===== src/rtl/controller_sequencer_if.sv =====
// SAP-1 sequencer bundle: opcode/flag in, ring state and control word out.
interface controller_sequencer_if;
   logic [3:0] opcode;
   logic       zero_flag;
   logic [5:0] t_state;
   logic       halt;
   logic       cp;
   logic       ep;
   logic       low_lp;
   logic       low_lm;
   logic       low_ce;
   logic       low_li;
   logic       low_ei;
   logic       low_la;
   logic       ea;
   logic       su;
   logic       eu;
   logic       low_lb;
   logic       low_lo;

   modport master (
      input  opcode, zero_flag,
      output t_state, halt,
      output cp, ep, low_lp, low_lm,
      output low_ce, low_li, low_ei,
      output low_la, ea, su, eu,
      output low_lb, low_lo
   );

   modport slave (
      output opcode, zero_flag,
      input  t_state, halt,
      input  cp, ep, low_lp, low_lm,
      input  low_ce, low_li, low_ei,
      input  low_la, ea, su, eu,
      input  low_lb, low_lo
   );
endinterface


===== src/rtl/controller_sequencer.sv =====
// SAP-1 T1..T6 ring-counter control sequencer.
// Optional jumps (JMP/JZ) with `define CONTROLLER_JUMP_EN.
module controller_sequencer #(
   parameter logic [3:0] OP_LDA = 4'h0,
   parameter logic [3:0] OP_ADD = 4'h1,
   parameter logic [3:0] OP_SUB = 4'h2,
   parameter logic [3:0] OP_OUT = 4'h3,
   parameter logic [3:0] OP_HLT = 4'hF,
   parameter logic [3:0] OP_JMP = 4'h4,
   parameter logic [3:0] OP_JZ  = 4'h5
) (
   input logic clk,
   input logic sync_reset,
   controller_sequencer_if.master bus
);

   typedef enum logic [5:0] {
      T1 = 6'b000001,
      T2 = 6'b000010,
      T3 = 6'b000100,
      T4 = 6'b001000,
      T5 = 6'b010000,
      T6 = 6'b100000
   } t_e;

   t_e   state, state_n;
   logic halt_q, halt_n;

   logic is_lda, is_add, is_sub;
   logic is_out, is_hlt, take_jmp;

   assign is_lda = bus.opcode == OP_LDA;
   assign is_add = bus.opcode == OP_ADD;
   assign is_sub = bus.opcode == OP_SUB;
   assign is_out = bus.opcode == OP_OUT;
   assign is_hlt = bus.opcode == OP_HLT;

`ifdef CONTROLLER_JUMP_EN
   assign take_jmp = (bus.opcode == OP_JMP) ||
                     ((bus.opcode == OP_JZ) && bus.zero_flag);
`else
   logic unused_ok;
   assign take_jmp  = 1'b0;
   assign unused_ok = &{1'b0, bus.zero_flag,
                        OP_JMP, OP_JZ};
`endif

   always_ff @(posedge clk) begin
      if (sync_reset) begin
         state  <= T1;
         halt_q <= 1'b0;
      end else begin
         state  <= state_n;
         halt_q <= halt_n;
      end
   end

   always_comb begin
      state_n    = state;
      halt_n     = halt_q;
      bus.halt   = halt_q;
      bus.cp     = 1'b0;
      bus.ep     = 1'b0;
      bus.low_lp = 1'b1;
      bus.low_lm = 1'b1;
      bus.low_ce = 1'b1;
      bus.low_li = 1'b1;
      bus.low_ei = 1'b1;
      bus.low_la = 1'b1;
      bus.ea     = 1'b0;
      bus.su     = 1'b0;
      bus.eu     = 1'b0;
      bus.low_lb = 1'b1;
      bus.low_lo = 1'b1;
      if (!halt_q) begin
         state_n = t_e'({state[4:0], state[5]});
         unique case (state)
            T1: begin
               bus.ep     = 1'b1;
               bus.low_lm = 1'b0;
            end
            T2: bus.cp = 1'b1;
            T3: begin
               bus.low_ce = 1'b0;
               bus.low_li = 1'b0;
            end
            T4: begin
               unique case (1'b1)
                  is_hlt: begin
                     // Freeze the ring here until reset
                     bus.halt = 1'b1;
                     halt_n   = 1'b1;
                     state_n  = T4;
                  end
                  is_lda, is_add, is_sub: begin
                     bus.low_ei = 1'b0;
                     bus.low_lm = 1'b0;
                  end
                  is_out: begin
                     bus.ea     = 1'b1;
                     bus.low_lo = 1'b0;
                  end
                  take_jmp: begin
                     bus.low_ei = 1'b0;
                     bus.low_lp = 1'b0;
                  end
                  default: ;
               endcase
            end
            T5: begin
               if (is_lda || is_add || is_sub)
                  bus.low_ce = 1'b0;
               if (is_lda)
                  bus.low_la = 1'b0;
               if (is_add || is_sub)
                  bus.low_lb = 1'b0;
            end
            T6: begin
               if (is_add || is_sub) begin
                  bus.eu     = 1'b1;
                  bus.low_la = 1'b0;
                  bus.su     = is_sub;
               end
            end
            default: ;
         endcase
      end
   end

   assign bus.t_state = state;

endmodule


===== src/flat_wrapper.sv =====
// flat-port wrapper written by rule: the top's interface ports become plain ports
module controller_sequencer_flat 
#(
   parameter logic [3:0] OP_LDA = 4'h0,
   parameter logic [3:0] OP_ADD = 4'h1,
   parameter logic [3:0] OP_SUB = 4'h2,
   parameter logic [3:0] OP_OUT = 4'h3,
   parameter logic [3:0] OP_HLT = 4'hF,
   parameter logic [3:0] OP_JMP = 4'h4,
   parameter logic [3:0] OP_JZ  = 4'h5
)
  (clk, sync_reset, bus_opcode, bus_zero_flag, bus_t_state, bus_halt, bus_cp, bus_ep, bus_low_lp, bus_low_lm, bus_low_ce, bus_low_li, bus_low_ei, bus_low_la, bus_ea, bus_su, bus_eu, bus_low_lb, bus_low_lo);
  controller_sequencer_if bus_i ();
  input logic clk;
  input logic sync_reset;
  input wire logic [$bits(bus_i.opcode)-1:0] bus_opcode;
  input wire logic [$bits(bus_i.zero_flag)-1:0] bus_zero_flag;
  output wire logic [$bits(bus_i.t_state)-1:0] bus_t_state;
  output wire logic [$bits(bus_i.halt)-1:0] bus_halt;
  output wire logic [$bits(bus_i.cp)-1:0] bus_cp;
  output wire logic [$bits(bus_i.ep)-1:0] bus_ep;
  output wire logic [$bits(bus_i.low_lp)-1:0] bus_low_lp;
  output wire logic [$bits(bus_i.low_lm)-1:0] bus_low_lm;
  output wire logic [$bits(bus_i.low_ce)-1:0] bus_low_ce;
  output wire logic [$bits(bus_i.low_li)-1:0] bus_low_li;
  output wire logic [$bits(bus_i.low_ei)-1:0] bus_low_ei;
  output wire logic [$bits(bus_i.low_la)-1:0] bus_low_la;
  output wire logic [$bits(bus_i.ea)-1:0] bus_ea;
  output wire logic [$bits(bus_i.su)-1:0] bus_su;
  output wire logic [$bits(bus_i.eu)-1:0] bus_eu;
  output wire logic [$bits(bus_i.low_lb)-1:0] bus_low_lb;
  output wire logic [$bits(bus_i.low_lo)-1:0] bus_low_lo;
  assign bus_i.opcode = bus_opcode;
  assign bus_i.zero_flag = bus_zero_flag;
  assign bus_t_state = bus_i.t_state;
  assign bus_halt = bus_i.halt;
  assign bus_cp = bus_i.cp;
  assign bus_ep = bus_i.ep;
  assign bus_low_lp = bus_i.low_lp;
  assign bus_low_lm = bus_i.low_lm;
  assign bus_low_ce = bus_i.low_ce;
  assign bus_low_li = bus_i.low_li;
  assign bus_low_ei = bus_i.low_ei;
  assign bus_low_la = bus_i.low_la;
  assign bus_ea = bus_i.ea;
  assign bus_su = bus_i.su;
  assign bus_eu = bus_i.eu;
  assign bus_low_lb = bus_i.low_lb;
  assign bus_low_lo = bus_i.low_lo;
  controller_sequencer #(.OP_LDA(OP_LDA), .OP_ADD(OP_ADD), .OP_SUB(OP_SUB), .OP_OUT(OP_OUT), .OP_HLT(OP_HLT), .OP_JMP(OP_JMP), .OP_JZ(OP_JZ)) u_core (.clk(clk), .sync_reset(sync_reset), .bus(bus_i));
endmodule

===== config.mk =====
export PLATFORM = sky130hd
export DESIGN_NAME = controller_sequencer_flat
export DESIGN_NICKNAME = d
export VERILOG_FILES = /design/src/rtl/controller_sequencer_if.sv /design/src/rtl/controller_sequencer.sv /design/src/flat_wrapper.sv
export SDC_FILE = /design/constraint.sdc
export NUM_CORES = 1
export LEC_CHECK = 0
export BUFFER_PORTS_ARGS = -buffer_cell sky130_fd_sc_hd__buf_2
export CORE_UTILIZATION = 39
export CTS_CLUSTER_DIAMETER = 150
export DETAILED_ROUTE_END_ITERATION = 8
export GPL_TIMING_DRIVEN = 0
export PLACE_DENSITY_LB_ADDON = 0.3
export SLEW_MARGIN = 10
export SYNTH_ARGS = -nofsm -noshare
export SYNTH_HDL_FRONTEND = slang
export SYNTH_SLANG_ARGS = --single-unit

===== constraint.sdc =====
create_clock -name clk -period 1.3 [get_ports clk]
set_clock_uncertainty 0.2 [all_clocks]
set_input_delay 0.195 -clock clk [delete_from_list [all_inputs] [get_ports clk]]
set_output_delay 0.195 -clock clk [all_outputs]
set_load 0.005 [all_outputs]

=== After elaboration in Yosys (flattened, before gate mapping) ===
Cells that the tools add are included.

* Eq/ne operators: 10
* Muxes and demuxes: 37
* Reductions and logical operators: 5

{| class="wikitable"
|+ Operator list
! kind !! count
|-
| 2-to-1 mux 1 bit || 32
|-
| 2-to-1 mux 6 bit || 2
|-
| equality test 4 x 2 -> 1 bit (second input constant) || 2
|-
| equality test 6 x 1 -> 1 bit (second input constant) || 1
|-
| equality test 6 x 2 -> 1 bit (second input constant) || 1
|-
| equality test 6 x 3 -> 1 bit (second input constant) || 1
|-
| equality test 6 x 4 -> 1 bit (second input constant) || 1
|-
| equality test 6 x 5 -> 1 bit (second input constant) || 1
|-
| equality test 6 bit (second input constant) || 1
|-
| case mux 1 bit (2 select lines) || 3
|-
| equality test 4 x 1 -> 1 bit (second input constant) || 1
|-
| equality test 4 bit (second input constant) || 1
|-
| logical NOT 4 bit || 1
|-
| logical OR 1 bit || 3
|-
| OR reduction 3 bit || 1
|}

* Flip-flop bits (word level): 7
* Input bits: 7
* Output and inout bits: 20
* Word-level logic and storage cells: 54

=== Depth between registers and ports, before layout ===
Gate-level depths: netlist of the first run.

* Depth after elaboration: 6
* Mapped depth: 4

=== Least setup slack after synthesis of the first run ===
OpenSTA, ideal clock, no wires.

* Path type: register to output
* From: register u_core.state[5] (netlist: u_core.bus.t_state[5])
* To: output bus_ea
* Data arrival time: 0.984 ns
* Setup slack: -0.079 ns
* Cell stages (with the launch flop): 4
* Cell sequence: dfxtp_1 nor3_4 and4_1 and2_1

* Longest elaborated chain between the ends: 3

{| class="wikitable"
|+ Ends and longest elaborated chain
! element !! line !! source
|-
| start: declaration || controller_sequencer.sv:26 || <nowiki>t_e state, state_n;</nowiki>
|-
| start signal: assignment || controller_sequencer.sv:53 || <nowiki>state <= state_n;</nowiki>
|-
| equality test 6 x 4 -> 1 bit || controller_sequencer.sv:77 || <nowiki>unique case (state)</nowiki>
|-
| 2-to-1 mux 1 bit || controller_sequencer.sv:77 ||
|-
| 2-to-1 mux 1 bit || controller_sequencer.sv:75 || <nowiki>if (!halt_q) begin</nowiki>
|-
| end: declaration || flat_wrapper.sv:28 || <nowiki>output wire logic [$bits(bus_i.ea)-1:0] bus_ea;</nowiki>
|}

Every way passes these cells.

=== Final worst setup path of the first run ===
* From: register u_core.state[2] (netlist: u_core.bus.t_state[2])
* To: output bus_ea

Same word-level chain as after synthesis.

==> impl_metrics.json, run 1 <==
{
  "rsz0062_at_grt": "yes",
  "vias": 638,
  "dr_wl_met3_um": 45,
  "fp-row-count": 13,
  "overflow": 0,
  "clock_tree.buffer_depth": 2,
  "route.met2.wl_um": 795,
  "antenna_found_initial": 0,
  "synth_top_area_share_pct": 26.1,
  "grt_max_degree": 11,
  "cts_buffers": 3,
  "wl_per_cell_um": 12.9,
  "power_density_mw_per_mm2": 593,
  "drt_iter0_drc": 7,
  "die_w_um": 39.1,
  "yosys.area_share.simple_pct": 44.5,
  "ant_nets": 0,
  "path_cells": "nor3_4 -> and4_4 -> and2_1 -> buf_2",
  "first_global_vias": 561,
  "synth_xor_area_share_pct": 1.63,
  "start_kind": "flop",
  "path_clk_slew_ns": 0.05,
  "h-tree-depth": 1,
  "hold_violations": 0,
  "syn_area_um2": 537,
  "drtPass1Iterations": 4,
  "place_hpwl_um": 888,
  "grt_pass1_wl_um": 2430,
  "synth_area_leaders": "dfxtp_1 26%, mux2i_1 5.6%, a2111oi_4 5.1%",
  "fmax_mhz": 574,
  "maxCapViolations": 0,
  "cp_slowest_stage_delay_ns": 0.37,
  "cts_tree": "done",
  "synth_nets": 70,
  "synth-main-ff-cell": "dfxtp_1",
  "start_util_pct": 41.8,
  "core_area_mm2": 0.00128,
  "io_buffers": 24,
  "yosys_warnings": 0,
  "timing.final.setup_violations": 19,
  "fin_crit_sh_pct": 134,
  "fin_crit_ns": 1.74,
  "highest_layer": "met4",
  "diodes": 0,
  "place_congestion": 0.768,
  "routed_via_density": 5.19,
  "root_buffer": "clkbuf_4",
  "cts.sinks": 7,
  "hold_depth": 4,
  "die_area_mm2": 0.00153,
  "synth_compound_area_share_pct": 17.5,
  "wl_um": 1590,
  "die_y_um": 39.1,
  "synth-edff-count": 0,
  "status": "complete, but fails checks",
  "hp-class": "primary input to flop",
  "worstPathArrival_ns": 1.35,
  "ir_drop_mv": 0.452,
  "synthMuxAreaShare_pct": 5.59,
  "pin_count": 27,
  "synthToLayoutAreaGrowth_pct": 82.3,
  "ys_types": 35,
  "synthAdderAreaFrac_pct": 0,
  "drc": 0,
  "finalMaxSlewViolations": 0,
  "drt-met1-wl_um": 720,
  "dpl_worst_slack_ns": -0.244,
  "synth_top_family_by_area": "simple AND/OR/NAND/NOR gates",
  "finalPower_mw": 0.580,
  "leakage_nw": 0.444,
  "worst_skew_pair.late_latency_ns": 0.25,
  "ff2ff_path_depth": 6,
  "layout_setup_ws_ns": -0.444,
  "drive_gt1_share_pct": 64.8,
  "setup.worst_path.class": "flop to primary output",
  "nets": 116,
  "yosysTopAreaCell": "dfxtp_1",
  "yosysSeqAreaShare_pct": 26.1,
  "violations": "negative setup slack",
  "grtUsageTotal_pct": 23.8,
  "synth_cells": 63,
  "worst_ep_required_time_ns": 0.90,
  "endpoint_kind": "primary output",
  "synth_seq_cells": 7,
  "synth.avg_cell_area_um2": 8.52,
  "cp_slowest_cell": "dfxtp_4",
  "critPathMaxFanout": 5,
  "synthArstFlopShare_pct": 0
}
-- metrics by stage --
stage	instances	hold WS, ns	instance area, µm²	util (%)	TNS, ns
3_5_place_dp	102	0.269	691	53.7	-2.14
5_1_grt	123	0.245	978	76.1	-6.34
6_report	123	0.201	978	76.1	-5.26
4_1_cts	120	0.197	921	71.7	-4.90
3_3_place_gp	102	0.262	691	53.7	-1.97
2_1_floorplan	63	0.0674	552	-	-0.0503
-- routing by layer --
layer | GRT usage (%) | vias to the layer above
met5 | 0 | -
met4 | 14.7 | 0
met3 | 2.31 | 4
met2 | 40.8 | 18
met1 | 27.9 | 297
li1 | - | 319
-- worst max-delay path: cells and delay by family, from the launching register on --
| kind | cells | cell delay, ns |
|---|---|---|
| buffers and inverters | 1 | 0.10 |
| AND/OR/NAND/NOR | 3 | 0.63 |
| flip-flops | 1 | 0.37 |
-- synth_stat cells, types with 2 or more instances --
cell type	n
a21oi_1	2
and2b_1	2
nor2b_1	4
and2_1	2
buf_2	2
nor3_1	2
mux2i_1	3
nand2_1	4
nand3_1	2
nor2_1	6
nor3b_1	3
dfxtp_1	7
nand2b_1	2
-- final timing paths --
| path | startpoint | endpoint | slack, ns |
|---|---|---|---|
| max | u_core.bus.t_state[2]$_SDFFE_PP0N_ | bus_ea | -0.44 |
| min | bus_opcode[3] | u_core.bus.t_state[4]$_SDFFE_PP0N_ | 0.20 |
| max reg2reg | u_core.bus.t_state[2]$_SDFFE_PP0N_ | u_core.bus.t_state[4]$_SDFFE_PP0N_ | -0.21 |
| min reg2reg | u_core.bus.t_state[1]$_SDFFE_PP0N_ | u_core.bus.t_state[2]$_SDFFE_PP0N_ | 0.41 |
-- cell families after synthesis --
logic type | Yosys count
simple gates | 37
compound gates | 10
flops | 7
buf+inv | 4
mux | 3
xor+xnor | 1
other cells | 1
-- cells in the final DEF, fill, tap and decap left out, types with 2 or more instances in the layout --
cell type / count
buf_2: 23
buf_4: 11
buf_6: 9
dfxtp_4: 6
nor2_1: 4
nand2_1: 3
nor3b_2: 3
nor2b_1: 3
mux2i_1: 3
clkbuf_4: 3
nor3_4: 2
and2b_1: 2
and2_1: 2
a21oi_1: 2
nand2b_1: 2
-- where the power goes --
group / switching (mW) / internal [mW]
combinational: 0.0658 / 0.0847
clock: 0.0764 / 0.117
sequential: 0.0210 / 0.216
-- what timing repair did --
item                                    CTS  global route
hold buffers                              1             0
buffers inserted                         14             3
hold endpoints to repair                  3             0
gates resized for setup                  28             8
endpoints found under the setup margin   19            20
pin swaps                                15             7
-- sequential cells by signal (all words and copies together), names as in the netlist --
register            flops
u_core.halt_q           1
u_core.bus.t_state      6
-- layout make-up --
class	count	area, µm²
multi-input cells	52	457
well taps	15	18.8
flip-flops and latches	7	164
inverters	1	3.75
plain buffers	2	18.8
clock buffers	4	26.3
repair buffers	42	290
fillers	94	307
No activity file was read; power rests on OpenSTA's default activity.
==> inputs of run 2 (changes only) <==
Settings changed: ABC_AREA from default to 1, CORE_UTILIZATION 39 to 38, HOLD_SLACK_MARGIN from default to 0.05, SLEW_MARGIN 10 to 30.
==> run 2 against run 1 <==
  * Die area increased by 1.1%
  * Global-route usage decreased by 4.3 points
  * Register-to-register slack improved by 0.28 ns
  * Core utilization decreased by 13 points
  * Routed wire length decreased by 20%
  * Via count decreased by 4.5%
  * First-iteration DRC count decreased by 86%
  * Critical endpoint is now bus_low_lb
  * Synthesized area decreased by 1.4%
  * Clock power increased by 4%
  * Combinational power decreased by 25%
  * The run still ends with negative setup slack left
==> impl_metrics.json, run 2 <==
{
  "cts_buffers": 3,
  "synthArstFlopShare_pct": 0,
  "grt.met3_usage_pct": 1.70,
  "worst_ep_required_time_ns": 0.90,
  "power_density_mw_per_mm2": 662,
  "maxCapViolations": 0,
  "wl_per_cell_um": 9.57,
  "path_cells": "nor2_4 -> inv_2 -> nor2_4 -> nand2_2 -> or2_1 -> buf_2",
  "fp-row-count": 13,
  "endpoint_kind": "primary output",
  "yosys_warnings": 0,
  "fillers": 133,
  "synth-main-ff-cell": "dfxtp_1",
  "worst_skew_pair.late_latency_ns": 0.25,
  "routed_via_density": 4.58,
  "fmax_mhz": 599,
  "core_area_mm2": 0.00130,
  "synth-edff-count": 0,
  "layout_setup_ws_ns": -0.370,
  "cp_slowest_stage_delay_ns": 0.36,
  "ys_types": 23,
  "root_buffer": "clkbuf_4",
  "instances_no_fill": 133,
  "pin_count": 27,
  "io_buffers": 24,
  "antenna_found_initial": 0,
  "synth_nets": 89,
  "rsz0062_at_grt": "yes",
  "drtPass1Iterations": 4,
  "critPathMaxFanout": 4,
  "largest_reg_flops": 6,
  "drive_gt1_share_pct": 60.2,
  "clock_tree.buffer_depth": 2,
  "design_area_um2": 825,
  "yosysSeqAreaShare_pct": 26.5,
  "worstPathArrival_ns": 1.27,
  "cp_slowest_cell": "dfxtp_4",
  "finalPower_mw": 0.545,
  "vias": 609,
  "grt.met2_usage_pct": 31.3,
  "cts.sinks": 7,
  "diodes": 0,
  "synth_seq_cells": 7,
  "start_kind": "flop",
  "grt_pass1_wl_um": 2050,
  "ir_drop_mv": 0.750,
  "violations": "negative setup slack",
  "leakage_nw": 0.408,
  "path_buf_inv": 2,
  "status": "complete, but fails checks",
  "synth.avg_cell_area_um2": 6.45,
  "first_global_vias": 500,
  "fin_crit_ns": 1.67,
  "path_clk_slew_ns": 0.05,
  "yosys.cell_count.top_type": "nand2_1",
  "ant_nets": 0,
  "top_usage_layer": "met2",
  "timing.final.setup_violations": 13,
  "place_congestion": 0.833,
  "grt_max_degree": 7,
  "place_area_um2": 668,
  "die_w_um": 39.3,
  "critical_path.top_delay_family": "simple AND/OR/NAND/NOR gates",
  "yosysTopAreaCell": "dfxtp_1",
  "die_y_um": 39.3,
  "die_area_mm2": 0.00155,
  "dp.cells": 121,
  "place_hpwl_um": 930,
  "setup.worst_path.class": "flop to primary output",
  "drc": 0,
  "hp-class": "primary input to flop",
  "synth_area_leaders": "dfxtp_1 26%, nand2_1 13%, inv_1 7.1%",
  "start_util_pct": 40.7,
  "crit_top_cell": "nor2_4",
  "synth_top_area_share_pct": 26.5,
  "cts_tree": "done",
  "final_cell_mix": "24 x buf_2, 15 x nand2_1, 8 x buf_4, 7 x nor2_4",
  "synthToLayoutAreaGrowth_pct": 55.8,
  "syn_area_um2": 529,
  "fin_crit_sh_pct": 128,
  "h-tree-depth": 1,
  "wl_um": 1270,
  "synth_common_cells": "19 x nand2_1, 10 x inv_1, 7 x dfxtp_1, 7 x nor2_1, 6 x a21oi_1",
  "synth_cells": 82,
  "use_met1_pct": 26.6,
  "final_common_cell": "buf_2",
  "overflow": 0,
  "drt_iter0_drc": 1,
  "hold_violations": 0,
  "finalMaxSlewViolations": 0,
  "nets": 126,
  "grtUsageTotal_pct": 19.5
}
==> run 2: metal layers <==
layer	routed length [µm]	vias to the layer above
met5	0	-
met4	0	0
met3	84	0
met2	551	23
met1	637	252
li1	-	334
==> run 2: cells by family (layout without fill, tap and decap cells) <==
logic type	count (synthesis)	count (layout)	synth area share, %
simple gates	46	46	46.1
flops	7	7	26.5
other cells	1	1	0.709
buf+inv	16	52	13.5
compound gates	12	12	13.2
==> run 2: metrics by stage <==
stage | setup slack [ns] | hold slack (ns) | setup TNS, ns | util [%]
finish | -0.370 | 0.217 | -3.99 | 63.4
global route | -0.454 | 0.260 | -5.12 | 63.4
CTS | -0.379 | 0.212 | -4.20 | 62.0
detailed placement | -0.198 | 0.258 | -1.63 | 51.3
global placement | -0.174 | 0.249 | -1.42 | 51.3
floorplan | 0.00417 | 0.0641 | 0 | -
==> run 2: path summary, 6_finish.rpt <==
check	from	to	slack [ns]	depth (start not counted)
setup / recovery	u_core.bus.t_state[2]$_SDFFE_PP0N_	bus_low_lb	-0.37	6
hold / removal	bus_opcode[3]	u_core.halt_q$_SDFF_PP0_	0.22	5
setup reg to reg	u_core.halt_q$_SDFF_PP0_	u_core.bus.t_state[5]$_SDFFE_PP0N_	0.07	6
hold reg to reg	u_core.bus.t_state[4]$_SDFFE_PP0N_	u_core.bus.t_state[4]$_SDFFE_PP0N_	0.31	2
==> run 2: cell type report <==
class	instances	area [µm²]	area share, %
buffer	3	30.0	3.64
clock buffer	4	26.3	3.19
tap	15	18.8	2.28
timing repair buffer	32	183	22.2
multi-input combinational	59	363	44.0
sequential	7	153	18.5
inverter	13	51.3	6.22
==> run 2: what timing repair did <==
item / 4_1_cts / 5_1_grt
hold endpoints to repair: 4 / 0
setup buffers: 6 / 1
pin swaps: 7 / 8
resized for setup: 24 / 3
hold buffers: 1 / 0
endpoints found under the setup margin: 13 / 14
==> run 2: worst register-to-register path: stages, from the launching register on <==
cell and delay, ns:
dfxtp_1 0.32, buf_6 0.12, inv_4 0.04, buf_6 0.12, buf_4 0.14, o21ai_0 0.13, a21oi_1 0.05
==> run 2: where the power goes <==
part	switching (mW)	internal (mW)
clock	0.0829	0.117
combinational	0.0631	0.0503
sequential	0.0120	0.220
